### src/rtl/hazard_pkg.sv
// Shared constants and elaboration helpers for the
// scoreboard-based pipeline hazard unit.
package hazard_pkg;

  localparam int FWD_REG  = 0;
  localparam int NSTG_MIN = 2;
  localparam int NSTG_MAX = 6;

  function automatic int fwd_sel_w(input int nstg);
    return $clog2(nstg + 1);
  endfunction

  function automatic bit nstg_legal(input int nstg);
    return (nstg >= NSTG_MIN) && (nstg <= NSTG_MAX);
  endfunction

  function automatic bit load_rdy_legal(input int lr,
                                        input int nstg);
    return (lr >= 2) && (lr <= nstg);
  endfunction

endpackage

### src/rtl/hazard_track_stage.sv
// One scoreboard slot: {v, rd, we, ld} of the instruction
// occupying a post-decode stage; holds while frozen.
module hazard_track_stage
  import hazard_pkg::*;
#(
  parameter int REG_AW = 5
) (
  input  logic              clk,
  input  logic              rst,
  input  logic              hold,
  input  logic              v_i,
  input  logic [REG_AW-1:0] rd_i,
  input  logic              we_i,
  input  logic              ld_i,
  output logic              v_o,
  output logic [REG_AW-1:0] rd_o,
  output logic              we_o,
  output logic              ld_o
);

  logic              v_q, v_d;
  logic [REG_AW-1:0] rd_q, rd_d;
  logic              we_q, we_d;
  logic              ld_q, ld_d;

  always_comb begin
    v_d  = v_q;
    rd_d = rd_q;
    we_d = we_q;
    ld_d = ld_q;
    if (!hold) begin
      v_d  = v_i;
      rd_d = rd_i;
      we_d = we_i;
      ld_d = ld_i;
    end
  end

  always_ff @(posedge clk or posedge rst) begin
    if (rst) begin
      v_q  <= 1'b0;
      rd_q <= '0;
      we_q <= 1'b0;
      ld_q <= 1'b0;
    end else begin
      v_q  <= v_d;
      rd_q <= rd_d;
      we_q <= we_d;
      ld_q <= ld_d;
    end
  end

  assign v_o  = v_q;
  assign rd_o = rd_q;
  assign we_o = we_q;
  assign ld_o = ld_q;

endmodule

### src/rtl/hazard_unit.sv
// Scoreboard hazard controller: forwarding selects, load-use
// stalls, redirect flushes and performance counters.
module hazard_unit
  import hazard_pkg::*;
#(
  parameter int NSTG     = 2,
  parameter int LOAD_RDY = 2,
  parameter int REG_AW   = 5,
  parameter int CNT_W    = 32,
  parameter int FSW      = fwd_sel_w(NSTG)
) (
  input  logic              clk,
  input  logic              rst,
  input  logic              id_valid,
  input  logic [REG_AW-1:0] id_rs1,
  input  logic [REG_AW-1:0] id_rs2,
  input  logic              id_rs1_used,
  input  logic              id_rs2_used,
  input  logic [REG_AW-1:0] id_rd,
  input  logic              id_rd_we,
  input  logic              id_is_load,
  input  logic              redirect,
  input  logic              freeze,
  output logic              stall,
  output logic              flush_id,
  output logic              bubble_ex,
  output logic              fwd_id_rs1,
  output logic              fwd_id_rs2,
  output logic [FSW-1:0]    fwd_ex_rs1_sel,
  output logic [FSW-1:0]    fwd_ex_rs2_sel,
  output logic [CNT_W-1:0]  stall_cnt,
  output logic [CNT_W-1:0]  flush_cnt
);

  if (!nstg_legal(NSTG)) begin : g_bad_nstg
    $error("hazard_unit: NSTG must be 2..6");
  end
  if (!load_rdy_legal(LOAD_RDY, NSTG)) begin : g_bad_lr
    $error("hazard_unit: LOAD_RDY must be 2..NSTG");
  end

  logic [NSTG:1]     t_v, t_we, t_ld;
  logic [REG_AW-1:0] t_rd [1:NSTG];

  logic redir, id_go, ld_hz, ld_stall;

  for (genvar k = 1; k <= NSTG; k++) begin : g_trk
    logic              v_i, we_i, ld_i;
    logic [REG_AW-1:0] rd_i;
    if (k == 1) begin : g_head
      assign v_i  = id_go;
      assign rd_i = id_rd;
      assign we_i = id_rd_we;
      assign ld_i = id_is_load;
    end else begin : g_body
      assign v_i  = t_v[k-1];
      assign rd_i = t_rd[k-1];
      assign we_i = t_we[k-1];
      assign ld_i = t_ld[k-1];
    end
    hazard_track_stage #(.REG_AW(REG_AW)) u_stg (
      .clk  (clk),
      .rst  (rst),
      .hold (freeze),
      .v_i  (v_i),
      .rd_i (rd_i),
      .we_i (we_i),
      .ld_i (ld_i),
      .v_o  (t_v[k]),
      .rd_o (t_rd[k]),
      .we_o (t_we[k]),
      .ld_o (t_ld[k])
    );
  end

  logic [1:0][REG_AW-1:0] rs;
  logic [1:0]             used, lu, fid;
  logic [1:0][FSW-1:0]    sel_c, sel_q, sel_d;

  assign rs   = {id_rs2, id_rs1};
  assign used = {id_rs2_used, id_rs1_used};

  // Producer at stage j reaches j+1 when the consumer enters EX.
  always_comb begin
    lu    = '0;
    fid   = '0;
    sel_c = '0;
    for (int s = 0; s < 2; s++) begin
      int j;
      j = 0;
      sel_c[s] = FSW'(FWD_REG);
      for (int k = NSTG; k >= 1; k--) begin
        if (t_v[k] && t_we[k] && (t_rd[k] == rs[s]) &&
            (rs[s] != '0) && used[s]) begin
          j = k;
        end
      end
      if (j == NSTG) begin
        fid[s] = 1'b1;
      end else if (j != 0) begin
        if (!t_ld[j] || (j + 1 >= LOAD_RDY)) begin
          sel_c[s] = FSW'(j + 1);
        end else begin
          lu[s] = 1'b1;
        end
      end
    end
  end

  assign redir    = redirect & ~freeze;
  assign ld_hz    = (|lu) & id_valid & ~redir;
  assign ld_stall = ld_hz & ~freeze;
  assign stall    = ld_hz | freeze;
  assign id_go    = id_valid & ~stall & ~redir;

  assign flush_id   = redir;
  assign bubble_ex  = redir | ld_stall;
  assign fwd_id_rs1 = fid[0];
  assign fwd_id_rs2 = fid[1];

  logic [CNT_W-1:0] stall_cnt_q, stall_cnt_d;
  logic [CNT_W-1:0] flush_cnt_q, flush_cnt_d;

  always_comb begin
    sel_d       = sel_q;
    stall_cnt_d = stall_cnt_q;
    flush_cnt_d = flush_cnt_q;
    if (!freeze) begin
      for (int s = 0; s < 2; s++) begin
        sel_d[s] = id_go ? sel_c[s] : FSW'(FWD_REG);
      end
      stall_cnt_d = stall_cnt_q + CNT_W'(ld_stall);
      flush_cnt_d = flush_cnt_q + CNT_W'(redir);
    end
  end

  always_ff @(posedge clk or posedge rst) begin
    if (rst) begin
      sel_q       <= '0;
      stall_cnt_q <= '0;
      flush_cnt_q <= '0;
    end else begin
      sel_q       <= sel_d;
      stall_cnt_q <= stall_cnt_d;
      flush_cnt_q <= flush_cnt_d;
    end
  end

  assign fwd_ex_rs1_sel = sel_q[0];
  assign fwd_ex_rs2_sel = sel_q[1];
  assign stall_cnt      = stall_cnt_q;
  assign flush_cnt      = flush_cnt_q;

endmodule

### config.mk
export PLATFORM = sky130hd
export DESIGN_NAME = hazard_unit
export DESIGN_NICKNAME = d
export VERILOG_FILES = /design/src/rtl/hazard_pkg.sv /design/src/rtl/hazard_track_stage.sv /design/src/rtl/hazard_unit.sv
export SDC_FILE = /design/constraint.sdc
export NUM_CORES = 1
export LEC_CHECK = 0
export CORE_MARGIN = 5
export CORE_UTILIZATION = 35
export DETAILED_ROUTE_END_ITERATION = 6
export PLACE_DENSITY = 0.72
export SLEW_MARGIN = 20
export SYNTH_ARGS = -nofsm -noshare
export SYNTH_HDL_FRONTEND = slang
export SYNTH_SLANG_ARGS = --single-unit
### constraint.sdc
create_clock -name clk -period 2.51 [get_ports clk]
set_input_delay 0.3765 -clock clk [delete_from_list [all_inputs] [get_ports clk]]
set_output_delay 0.3765 -clock clk [all_outputs]
set_load 0.02 [all_outputs]
## Yosys cells after proc, flatten, opt, wreduce, memory -nomap -nowiden

Index checks and enable logic that the tools add are counted.

- Register bits after elaboration: 84
- Logic and storage cells: 86
- Output and inout port bits: 73

- Muxes and demuxes: 26
- Add/sub/neg operators: 4
- Equal/unequal tests: 6
- Magnitude comparators: 4
- Bitwise operators: 11
- Reductions and logical operators: 23

Operators with widths:

| cell | number |
|---|---|
| adder 32 x 1 -> 32 bit | 2 |
| adder 32 x 2 -> 32 bit (second input constant) | 2 |
| equality test 32 x 3 -> 1 bit (second input constant) | 2 |
| greater-or-equal comparator 32 x 3 -> 1 bit (second input constant) | 2 |
| less-than comparator 32 x 4 -> 1 bit (second input constant) | 2 |
| 2-to-1 mux 32 bit | 2 |
| nonzero test 32 bit | 2 |
| equality test 5 bit | 4 |
| 2-to-1 mux 2 bit | 10 |
| logical AND 1 bit | 14 |
| 2-to-1 mux 1 bit | 12 |
| nonzero test 5 bit | 2 |
| AND 1 bit | 6 |
| binary-select mux 1 bit (select 2 bit) | 2 |
| inverter 1 bit | 3 |
| zero test 1 bit | 2 |
| logical OR 1 bit | 2 |
| bitwise OR 1 bit | 2 |
| OR reduction 2 bit | 1 |

## Longest topological paths before layout

- Depth after elaboration: 22
- Depth in mapped cells: 10
- Depth with buffers taken out: 8

## Modules after synthesis

Synthesis repeated with hierarchy kept, for this count alone.

- Cell total of the unflattened synthesis: 350
- Area total of the unflattened synthesis: 4076.4 µm²

By module, submodules not included:

| module | cells an instance | times used | area an instance (µm²) | sequential area each (µm²) |
|---|---|---|---|---|
| hazard_unit | 314 | 1 | 3405.8 | 1701.6 |
| hazard_track_stage | 18 | 2 | 335.3 | 200.2 |

## Worst setup path before layout

OpenSTA, ideal clock, no wires.

- Kind: input to register
- Start: in freeze
- End: reg flush_cnt_q[25], in the netlist flush_cnt[25]
- Stages: 10
- Slack: -122 ps
- Path buffers: 3
- Setup time: 129 ps
- Arrival: 2502 ps
- Cells stage by stage: clkbuf_1 > buf_1 > nor2b_1 > ha_1 > nand3b_1 > nor4_4 > and3_1 > buf_2 > nand3_1 > xnor2_1

- Longest elaborated chain between the ends: 3

Ends and longest elaborated chain:

| element | RTL line | source |
|---|---|---|
| from (decl) | hazard_unit.sv:23 | `input logic freeze,` |
| inverter 1 bit | hazard_unit.sv:110 | `assign redir = redirect & ~freeze;` |
| AND 1 bit | hazard_unit.sv:110 |  |
| named net flush_id | hazard_unit.sv:25 | `output logic flush_id,` |
| adder 32 x 1 -> 32 bit | hazard_unit.sv:133 | `flush_cnt_d = flush_cnt_q + CNT_W'(redir);` |
| to (signal assigned) | hazard_unit.sv:145 | `flush_cnt_q <= flush_cnt_d;` |
| to (decl) | hazard_unit.sv:122 | `logic [CNT_W-1:0] flush_cnt_q, flush_cnt_d;` |

The timed path passes the listed nets, and every way through them passes these cells.
A chain may end at the register's enable or synchronous reset.

## Worst setup path in the final report

- Start: in id_rs1[2]
- End: out fwd_id_rs1

- Longest elaborated chain between the ends: 8
- Elaborated cells on any way between the ends: 13

Ends and longest elaborated chain:

| element | RTL line | source |
|---|---|---|
| from (decl) | hazard_unit.sv:15 | `input logic [REG_AW-1:0] id_rs1,` |
| equality test 5 bit | hazard_unit.sv:93 | `if (t_v[k] && t_we[k] && (t_rd[k] == rs[s]) &&` |
| logical AND 1 bit (2 in a row) | hazard_unit.sv:93 |  |
| logical AND 1 bit | hazard_unit.sv:94 | `(rs[s] != '0) && used[s]) begin` |
| 2-to-1 mux 2 bit | hazard_unit.sv:93 |  |
| 2-to-1 mux 32 bit * | hazard_unit.sv:93 |  |
| equality test 32 x 3 -> 1 bit * | hazard_unit.sv:98 | `if (j == NSTG) begin` |
| 2-to-1 mux 1 bit * | hazard_unit.sv:98 |  |
| to (decl) | hazard_unit.sv:27 | `output logic fwd_id_rs1,` |

Every way passes the cells marked *; elsewhere a longest branch is shown, timed or not.

==> key figures <==
Status
  – Status: finished clean

Clocking
  – CTS tree: done
  – Clk sink count: 82
  – Maximum root-to-sink buffer count: 2
  – CTS Buf Count: 9
  – H-Tree Depth: 3
  – Worst-Skew Late Latency: 350 ps
  – CTS clk-pin slew, worst paths: 90 ps
  – CTS root buf: clkbuf_8
  – Postcts setup bufs: 0

Power
  – Lkg Pwr: approximately 2.4 nW
  – VDD IR max: 0.000375 V
  – Power per Cell Area: 604 nW/um2

Floorplan
  – I/O Pins: 97
  – Initial Util: 35.5%
  – Die Y: between 100 and 150 um
  – Die W: roughly 110 um
  – Core Area: 10800 um2
  – Cell Rows: 38
  – Die Area: 13100 um2

Layout
  – Syn-to-layout area delta: 38.6%
  – Most frequent cells in the layout: clkdlybuf4s50_1 (92), dfrtp_1 (82), xnor2_1 (57)
  – Antenna Cells: 0
  – # fillers: 971
  – Multi-input combinational cell area: 1760 um2
  – Most common cell after layout, fill and taps aside: clkdlybuf4s50_1
  – Final net count: 471
  – Fin area: roughly 5300 um2
  – Non-Filler Instances: just under 600
  – Register area: between 2000 and 2500 um2
  – Share of layout cells above drive strength 1: 15.2%

Setup path
  – Critical Path RT: 2130 ps
  – Crit path max-delay family: buffers and inverters
  – CP Launch Type: input pin
  – R2R cell count: 7
  – Setup slack, reg-to-reg: 570 ps
  – R2R Path Start: flush_cnt[0]
  – WP buf/inv: 3
  – CP Data Arrival Time: 2090 ps
  – Critical path capture point type: primary output
  – Stages on the worst setup path: 7
  – FF-to-FF End: flush_cnt[18]
  – Worst-path fanout max: 2
  – Worst Setup Path Type: input pin to primary output
  – Crit-path cells: clkdlybuf4s50_1 > buf_4 > xnor2_1 > nand4_1 > or4_1 > nor4b_1 > buf_2
  – CP Launch Point: id_rs1[2]
  – Critical-path top delay cell: or4_1
  – CP max stage delay: around 520 ps
  – Worst setup endpoint: fwd_id_rs1

Hold path
  – Worst Hold Class: input pin to async pin

Timing
  – Final Cycle Share: a little over nine tenths
  – Post-Route Skew: 7.72 ps
  – Final-report hold violation count: 0
  – RSZ-0062 raised after global routing: no
  – Setup violators final: 0
  – Fmax: 405 MHz
  – Fin Hold WS: ~240 ps
  – Final Slew Violations: 0
  – Minimum clock period: 2470 ps

Global routing
  – GR peak layer: met2
  – GRT Resource Usage Total: 13.8%
  – Largest net degree at the start of global routing: 43
  – Met2 Use GR: 21.9%
  – GRT met1 Usage: 18.1%
  – GR Overflow Total: 0
  – Vias in the first global route: 2859
  – Initial antenna violation count: 0
  – GR Layer Usage met3: under 10%
  – First-pass GRT wire length: 14400 um

Placed design
  – HPWL Detailed: 6340 um
  – Final GP Congestion: 0.802
  – Port buffer count: 95
  – DP Cell Count: 572
  – Area post-placement: slightly above 5000 um2

Detailed routing
  – Wirelength per Cell: 14.5 um
  – Vias per inst: 4.81
  – Via count: about 2800
  – Post-route DRC: 0
  – Starting DRC count in detailed routing: 145
  – Final WL: 8530 um
  – Antenna-violating nets left: 0
  – Drt pass-1 iters: 5

Synth
  – Syn Inst Count: between 300 and 400
  – Distinct cells, synth: 32
  – Register area share after synthesis: approximately 54%
  – Post-Syn Area: 3830 um2
  – Synthesized area per cell: 11.8 um2
  – Syn. warnings: 0
  – Syn_nets: 353
  – Yosys reg bits: 82

Flow run
  – Max Cap Violations: 0
-- flip-flops by register name (all words and copies together) (netlist names) --
signal and flops:
fwd_ex_rs2_sel 2, g_trk.u_stg.rd_o 10, flush_cnt 32, fwd_ex_rs1_sel 2, stall_cnt 32, g_trk.u_stg.we_o 2, g_trk.u_stg.v_o 2
-- worst min-delay path by stage --
stage                             startpoint  cells past startpoint  slack (ps)                 end
after floorplan           g_trk[1].u_stg.v_o                      2         460  g_trk[1].u_stg.v_o
after global placement         flush_cnt[31]                      1         470       flush_cnt[31]
after detailed placement       flush_cnt[31]                      1         470       flush_cnt[31]
after CTS                                rst                      2         230       flush_cnt[19]
after global routing                     rst                      2         260       flush_cnt[19]
final                                    rst                      2         240       flush_cnt[20]
-- worst register-to-register path, cell delays in order (launching register included) --
cell	delay (ps)
dfrtp_1	370
ha_1	200
ha_1	160
nand2b_1	110
nor4_4	390
nand2_1	160
nor3_1	270
xor2_1	190
-- what timing repair did --
item                                   in CTS  in global routing
endpoints found under the hold margin       0                  0
hold buffers                                0                  0
setup endpoints to repair                   2                  2
resized for setup                          12                  5
-- cell families (layout without fill, tap and decap cells) --
logic type | Yosys count | count (layout) | share of synthesized area, %
other | 1 | 1 | 0.0979
buffers and inverters | 10 | 133 | 1.01
XOR/XNOR | 80 | 80 | 18.3
AND/OR/NAND/NOR | 127 | 127 | 20.2
adder cells (fa/ha/maj) | 4 | 4 | 1.31
multiplexers | 17 | 17 | 5.00
AO/OA/AOI/OAI | 4 | 4 | 0.523
flip-flops | 82 | 82 | 53.6
-- where the power goes --
part / leakage, nW / switching [mW] / internal, mW
registers: 1.09 / 0.153 / 1.43
clock network: 0.112 / 0.470 / 0.540
logic: 1.15 / 0.284 / 0.331
-- cells in the mapped netlist --
master    number  area [um2]
mux2_2        17         191
nand2_1       30         113
nor2b_1        2        12.5
nand3b_1       1        7.51
and4_2         1        10.0
dfrtp_1       82        2050
and4b_1        1        10.0
ha_1           4        50.1
or3b_2         1        8.76
nor4b_1        2        17.5
xnor2_1       57         499
nand4b_4       1        23.8
nor3_2         1        10.0
nand4_2        1        12.5
o21ai_0        4        20.0
buf_2          1        5.00
and3_1        12        75.1
nand4_1       20         125
nor4_4         3        63.8
clkbuf_1       5        18.8
inv_1          3        11.3
nand3_1       16        80.1
buf_1          1        3.75
nor2_1        16        60.1
conb_1         1        3.75
or4_1          4        30.0
xor2_1        23         201
nand2b_1       2        12.5
nand4_4        1        21.3
nor3_1         4        20.0
and2_1         4        25.0
and4_1         4        35.0
-- per-layer routing --
metal  routed length [um]  vias up
li1                     -     1357
met1                 3820     1389
met2                 4040       71
met3                  514       13
met4                  153        0
met5                    0        -
-- area by class of cell --
cell class	instances	area share [%]
Inverter	3	0.236
Sequential cell	82	38.6
Timing Repair Buffer	114	20.7
Clock buffer	12	3.11
Multi-Input combinational cell	233	33.1
Clock inverter	4	0.919
Tap cell	140	3.30
-- per-stage QoR --
| step | utilization [%] | worst slack, ps | power, mW | setup TNS, ps |
|---|---|---|---|---|
| after floorplan | - | 12.7 | 1.91 | 0 |
| after global placement | 47.1 | -528 | 2.21 | -987 |
| after detailed placement | 47.1 | -561 | 2.23 | -1260 |
| after CTS | 49.1 | 24.8 | 3.25 | 0 |
| after global routing | 49.2 | 0.661 | 3.38 | 0 |
| final | 49.2 | 38.7 | 3.21 | 0 |
Note: power is estimated with default switching activity, not from simulation.
